==> src/rtl/game_pkg.sv <==
// Shared display geometry and colour widths for the game blocks.
package game_pkg;

  localparam int unsigned SCREEN_WIDTH  = 640;
  localparam int unsigned SCREEN_HEIGHT = 480;
  localparam int unsigned X_WIDTH       = 10;
  localparam int unsigned Y_WIDTH       = 10;
  localparam int unsigned RGB_WIDTH     = 3;

endpackage

==> src/rtl/game_sprite_pixel_hit.sv <==
// Registered sprite/pixel coincidence test and colour output.
module game_sprite_pixel_hit
  import game_pkg::*;
#(
  parameter int unsigned          SPRITE_WIDTH  = 8,
  parameter int unsigned          SPRITE_HEIGHT = 8,
  parameter logic [RGB_WIDTH-1:0] SPRITE_RGB    = 3'b111
) (
  input  logic                 clk,
  input  logic                 rst,
  input  logic [X_WIDTH-1:0]   pixel_x,
  input  logic [Y_WIDTH-1:0]   pixel_y,
  input  logic [X_WIDTH-1:0]   sprite_x,
  input  logic [Y_WIDTH-1:0]   sprite_y,
  output logic                 rgb_en,
  output logic [RGB_WIDTH-1:0] rgb
);

  // One extra bit so the far edge of a sprite near the wrap point does not alias to 0.
  logic [X_WIDTH:0] px_ext, x_lo, x_hi;
  logic [Y_WIDTH:0] py_ext, y_lo, y_hi;
  logic             hit;
  logic             rgb_en_q;

  // Bounding-box comparison on the extended coordinates.
  always_comb begin
    px_ext = {1'b0, pixel_x};
    py_ext = {1'b0, pixel_y};
    x_lo   = {1'b0, sprite_x};
    y_lo   = {1'b0, sprite_y};
    x_hi   = x_lo + (X_WIDTH + 1)'(SPRITE_WIDTH);
    y_hi   = y_lo + (Y_WIDTH + 1)'(SPRITE_HEIGHT);
    hit    = (px_ext >= x_lo) && (px_ext < x_hi) && (py_ext >= y_lo) && (py_ext < y_hi);
  end

  // Register the hit so rgb_en lags pixel_x/y by one cycle.
  always_ff @(posedge clk) begin
    if (rst) begin
      rgb_en_q <= 1'b0;
    end else begin
      rgb_en_q <= hit;
    end
  end

  assign rgb_en = rgb_en_q;
  assign rgb    = rgb_en_q ? SPRITE_RGB : '0;

endmodule

==> src/rtl/game_sprite_control.sv <==
// Sprite position/velocity registers, motion tick divider and on-screen flag.
module game_sprite_control
  import game_pkg::*;
#(
  parameter int unsigned          SPRITE_WIDTH     = 8,
  parameter int unsigned          SPRITE_HEIGHT    = 8,
  parameter int unsigned          DX_WIDTH         = 4,
  parameter int unsigned          DY_WIDTH         = 4,
  parameter int unsigned          UPDATE_DIV_WIDTH = 16,
  parameter logic [RGB_WIDTH-1:0] SPRITE_RGB       = 3'b111
) (
  input  logic                       clk,
  input  logic                       rst,
  input  logic [X_WIDTH-1:0]         pixel_x,
  input  logic [Y_WIDTH-1:0]         pixel_y,
  input  logic                       sprite_write_xy,
  input  logic                       sprite_write_dxy,
  input  logic                       sprite_enable_update,
  input  logic [X_WIDTH-1:0]         sprite_write_x,
  input  logic [Y_WIDTH-1:0]         sprite_write_y,
  input  logic signed [DX_WIDTH-1:0] sprite_write_dx,
  input  logic signed [DY_WIDTH-1:0] sprite_write_dy,
  output logic [X_WIDTH-1:0]         sprite_x,
  output logic [Y_WIDTH-1:0]         sprite_y,
  output logic                       sprite_within_screen,
  output logic                       rgb_en,
  output logic [RGB_WIDTH-1:0]       rgb
);

  logic [UPDATE_DIV_WIDTH-1:0] div_q;
  logic [X_WIDTH-1:0]          x_q, x_d;
  logic [Y_WIDTH-1:0]          y_q, y_d;
  logic signed [DX_WIDTH-1:0]  dx_q, dx_d;
  logic signed [DY_WIDTH-1:0]  dy_q, dy_d;
  logic                        within_q;
  logic                        tick;
  logic [X_WIDTH-1:0]          dx_ext;
  logic [Y_WIDTH-1:0]          dy_ext;

  assign tick   = (div_q == '1) && sprite_enable_update;
  // Signed casts sign-extend the velocities to the position width.
  assign dx_ext = X_WIDTH'(dx_q);
  assign dy_ext = Y_WIDTH'(dy_q);

  // Next position/velocity: a position load beats a tick; a tick always uses the current velocity.
  always_comb begin
    x_d  = x_q;
    y_d  = y_q;
    dx_d = dx_q;
    dy_d = dy_q;
    if (sprite_write_xy) begin
      x_d = sprite_write_x;
      y_d = sprite_write_y;
    end else if (tick) begin
      x_d = x_q + dx_ext;
      y_d = y_q + dy_ext;
    end
    if (sprite_write_dxy) begin
      dx_d = sprite_write_dx;
      dy_d = sprite_write_dy;
    end
  end

  // State registers; the on-screen flag is computed from the already-registered position.
  always_ff @(posedge clk) begin
    if (rst) begin
      div_q    <= '0;
      x_q      <= '0;
      y_q      <= '0;
      dx_q     <= '0;
      dy_q     <= '0;
      within_q <= 1'b1;
    end else begin
      div_q    <= div_q + UPDATE_DIV_WIDTH'(1);
      x_q      <= x_d;
      y_q      <= y_d;
      dx_q     <= dx_d;
      dy_q     <= dy_d;
      within_q <= (x_q < X_WIDTH'(SCREEN_WIDTH)) && (y_q < Y_WIDTH'(SCREEN_HEIGHT));
    end
  end

  assign sprite_x             = x_q;
  assign sprite_y             = y_q;
  assign sprite_within_screen = within_q;

  game_sprite_pixel_hit #(
    .SPRITE_WIDTH  (SPRITE_WIDTH),
    .SPRITE_HEIGHT (SPRITE_HEIGHT),
    .SPRITE_RGB    (SPRITE_RGB)
  ) u_pixel_hit (
    .clk      (clk),
    .rst      (rst),
    .pixel_x  (pixel_x),
    .pixel_y  (pixel_y),
    .sprite_x (x_q),
    .sprite_y (y_q),
    .rgb_en   (rgb_en),
    .rgb      (rgb)
  );

endmodule

==> config.mk <==
export PLATFORM = sky130hd
export DESIGN_NAME = game_sprite_control
export DESIGN_NICKNAME = d
export VERILOG_FILES = /design/src/rtl/game_pkg.sv /design/src/rtl/game_sprite_pixel_hit.sv /design/src/rtl/game_sprite_control.sv
export SDC_FILE = /design/constraint.sdc
export NUM_CORES = 1
export LEC_CHECK = 0
export CORE_MARGIN = 2
export CORE_UTILIZATION = 40
export DETAILED_ROUTE_END_ITERATION = 7
export GPL_TIMING_DRIVEN = 1
export PLACE_DENSITY = 0.73
export SYNTH_ARGS = -nofsm -noshare
export SYNTH_HDL_FRONTEND = slang
export SYNTH_SLANG_ARGS = --single-unit
==> constraint.sdc <==
create_clock -name clk -period 6.3 [get_ports clk]
set_input_delay 0.945 -clock clk [delete_from_list [all_inputs] [get_ports clk]]
set_output_delay 0.945 -clock clk [all_outputs]
set_load 0.01 [all_outputs]
==> results.ini <==
[outcome]
status=complete, no violations

[sta]
fin_crit_ns=2.56
tightestPinTransition_ns=0.782
fin_skew_ns=0.0113
drv_slew=0
period_share_pct=40.6
fmax_ghz=0.391
timing.setup.tns_ns=0
relSlewSlack_pct=47.8
final_hold_viol_count=0
grt_setup_unrepaired=false
setup_viol=0
hold-worst-slack_ns=0.471

[placement]
io_buffer_count=77
placed_cell_area_mm2=0.00456
dp_hpwl_um=7600
gp_congestion=0.837

[logic_synthesis]
yosysWarnings=0
synth_edf_count=0
ys_seq_area_share_pct=24.7
ys_ff_latch=46
synthCells=456
syn_nets=566
ys.flop_type=dfxtp_1
async_flop_share_pct=0
synth_cell_types=55
synthesis.area_mm2=0.00373
avgSynthCellArea_um2=8.18

[cts]
cts_resized=0
clock-root-buffer=clkbuf_8
cts_setup_buffers=0
cts_buffers=5
hold_buffers=0
clk_pin_slew_ns=0.10
cts.path.max_buffers=2
htreeDepth=2
clk_latency_ns=0.31
cts_tree=built
cts_sinks=46

[detailed_routing]
met3WireLength_um=531
m1WireLength_um=4540
routedWlPerCell_um=15.2
via_per_inst=5.55
routed_wl_um=9670
drtAntennaViolNets=0
met2WireLength_um=4520
via_count=3536
highest-signal-layer=met4
first_pass_iters=5
detail_route.iter0.violations=116
route.detailed.drc=0

[final_layout]
diodes=0
multiInputGateArea_mm2=0.00258
final_common_cell=clkdlybuf4s50_1
mostFrequentLayoutCells=clkdlybuf4s50_1 (77), ha_1 (55), nor2_1 (54)
fillCellCount=879
regArea_um2=921
drive_gt1_share_pct=3.61
fin_area_mm2=0.00466
nets=635
syn_to_final_growth_pct=24.9

[critical_path]
critical_path_required_ns=6.52
end_kind=register
arrival_ns=2.78
max_stage_delay_ns=0.41
crit_fanout=2
worst-r2r-cell-count=7
worst_path_max_delay_cell=clkdlybuf4s50_1
crit_type=primary input to register
r2r_end=sprite_y[9]
reg2reg_from=div_q[0]
startpoint_type=primary input
r2r_slack_ns=3.85
cp_cell_sequence=clkdlybuf4s50_1 > ha_1 > nor2_1 > a211oi_1 > o21ai_0 > a21oi_1 > o311a_1 > nor4_1

[hold_path]
min_to=div_q[0]
hold_path.class=register to register
hold_depth=1
min_from=div_q[0]

[die]
die_y_um=101
die_area_mm2=0.0101
coreArea_mm2=0.00915
start_util_pct=40.7
rows=35
pin_count=78
die_w_um=101

[global_routing]
grt_overflow=0
grt_pass1_vias=3437
grt_max_degree=41
antenna_found_initial=0
grt_usage_pct=19.7
grt_first_pass_wirelength_um=16000

[power]
power_density_mw_per_mm2=157
total_leakage_power_uw=0.00189
vdd_ir_drop_max_mv=0.161

[run]
drv_cap=0

per-stage QoR:
step | total power (µW) | worst slack, ns | std cells | util, %
finish | 733 | 3.74 | 637 | 50.9
global route | 778 | 3.56 | 637 | 50.9
CTS | 738 | 3.73 | 637 | 50.9
detailed placement | 547 | 3.41 | 629 | 49.9
global placement | 539 | 3.50 | 629 | 49.9
floorplan | 454 | 4.09 | 456 | -
layout make-up:
class	count	share of cell area, %
flip-flops and latches	46	19.8
well taps	111	2.98
clock buffers	5	1.48
repair buffers	79	16.9
inverters	36	2.90
multi-input cells	357	55.5
clock inverters	3	0.537
metal layers:
| layer | vias up | GRT usage [%] |
|---|---|---|
| met5 | - | 0 |
| met4 | 0 | 3.27 |
| met3 | 8 | 4.30 |
| met2 | 95 | 34.6 |
| met1 | 1641 | 25.1 |
| li1 | 1792 | - |
sequential cells by signal, indices dropped and copies added (netlist names):
name	cells
div_q	16
sprite_x	10
sprite_y	10
dx_q	4
dy_q	4
sprite_within_screen	1
u_pixel_hit.rgb_en	1
where the power goes:
group          internal [µW]  switching (µW)
registers                305            21.0
logic                    112             102
clock network           80.3             112
total                    497             235
cell usage after synthesis (2+ instances only):
library cell	count	area share [%]
nand3_1	21	2.8
xnor2_1	23	5.4
inv_1	35	3.5
nor3_1	13	1.7
a211oi_1	11	2.2
a311oi_1	2	0.47
fa_1	2	1.1
o2111a_1	2	0.60
or3_1	3	0.50
xor2_1	9	2.1
a2111oi_0	2	0.47
o211ai_1	7	1.4
mux2i_1	9	2.4
o21bai_1	2	0.40
o221a_2	3	0.91
o21ai_0	25	3.4
and3_1	7	1.2
a21o_1	4	0.81
a211o_1	3	0.70
o32a_1	2	0.54
and2_1	3	0.50
nor4_1	4	0.67
a31oi_1	4	0.67
buf_4	4	0.81
dfxtp_1	46	25
and4_1	3	0.70
nand2b_1	4	0.67
buf_2	2	0.27
o41ai_1	2	0.47
a221oi_1	3	0.70
clkbuf_1	9	0.91
nor2_1	54	5.4
ha_1	55	18
nand4_1	9	1.5
nor2b_1	10	1.7
o21a_1	4	0.81
nand2_1	22	2.2
a21oi_1	16	2.1
worst max-delay path by stage:
stage,start,endpoint,slack (ns)
6_report,pixel_y[2],u_pixel_hit.rgb_en,3.74
5_1_grt,div_q[0],sprite_y[9],3.56
3_5_place_dp,pixel_y[2],u_pixel_hit.rgb_en,3.41
3_3_place_gp,pixel_y[2],u_pixel_hit.rgb_en,3.50
4_1_cts,pixel_y[2],u_pixel_hit.rgb_en,3.73
2_1_floorplan,pixel_x[7],u_pixel_hit.rgb_en,4.09
critical path: cells and delay by family:
kind                       cells  cell delay [ns]
AOI/OAI and AO/OA              4             0.71
and+or+nand+nor                2             0.41
buffers and inverters          1             0.41
adders and majority gates      1             0.30
logic make-up (layout without fill, tap and decap cells):
| kind of cell | after synthesis | in the layout | share of synthesized area, % |
|---|---|---|---|
| compound gates | 99 | 99 | 18.4 |
| xor+xnor | 32 | 32 | 7.52 |
| fa+ha+maj | 57 | 57 | 19.5 |
| buf+inv | 53 | 123 | 6.01 |
| flops | 46 | 46 | 24.7 |
| mux | 10 | 10 | 2.72 |
| simple gates | 159 | 159 | 21.1 |
No activity file was read; power rests on OpenSTA's default activity.
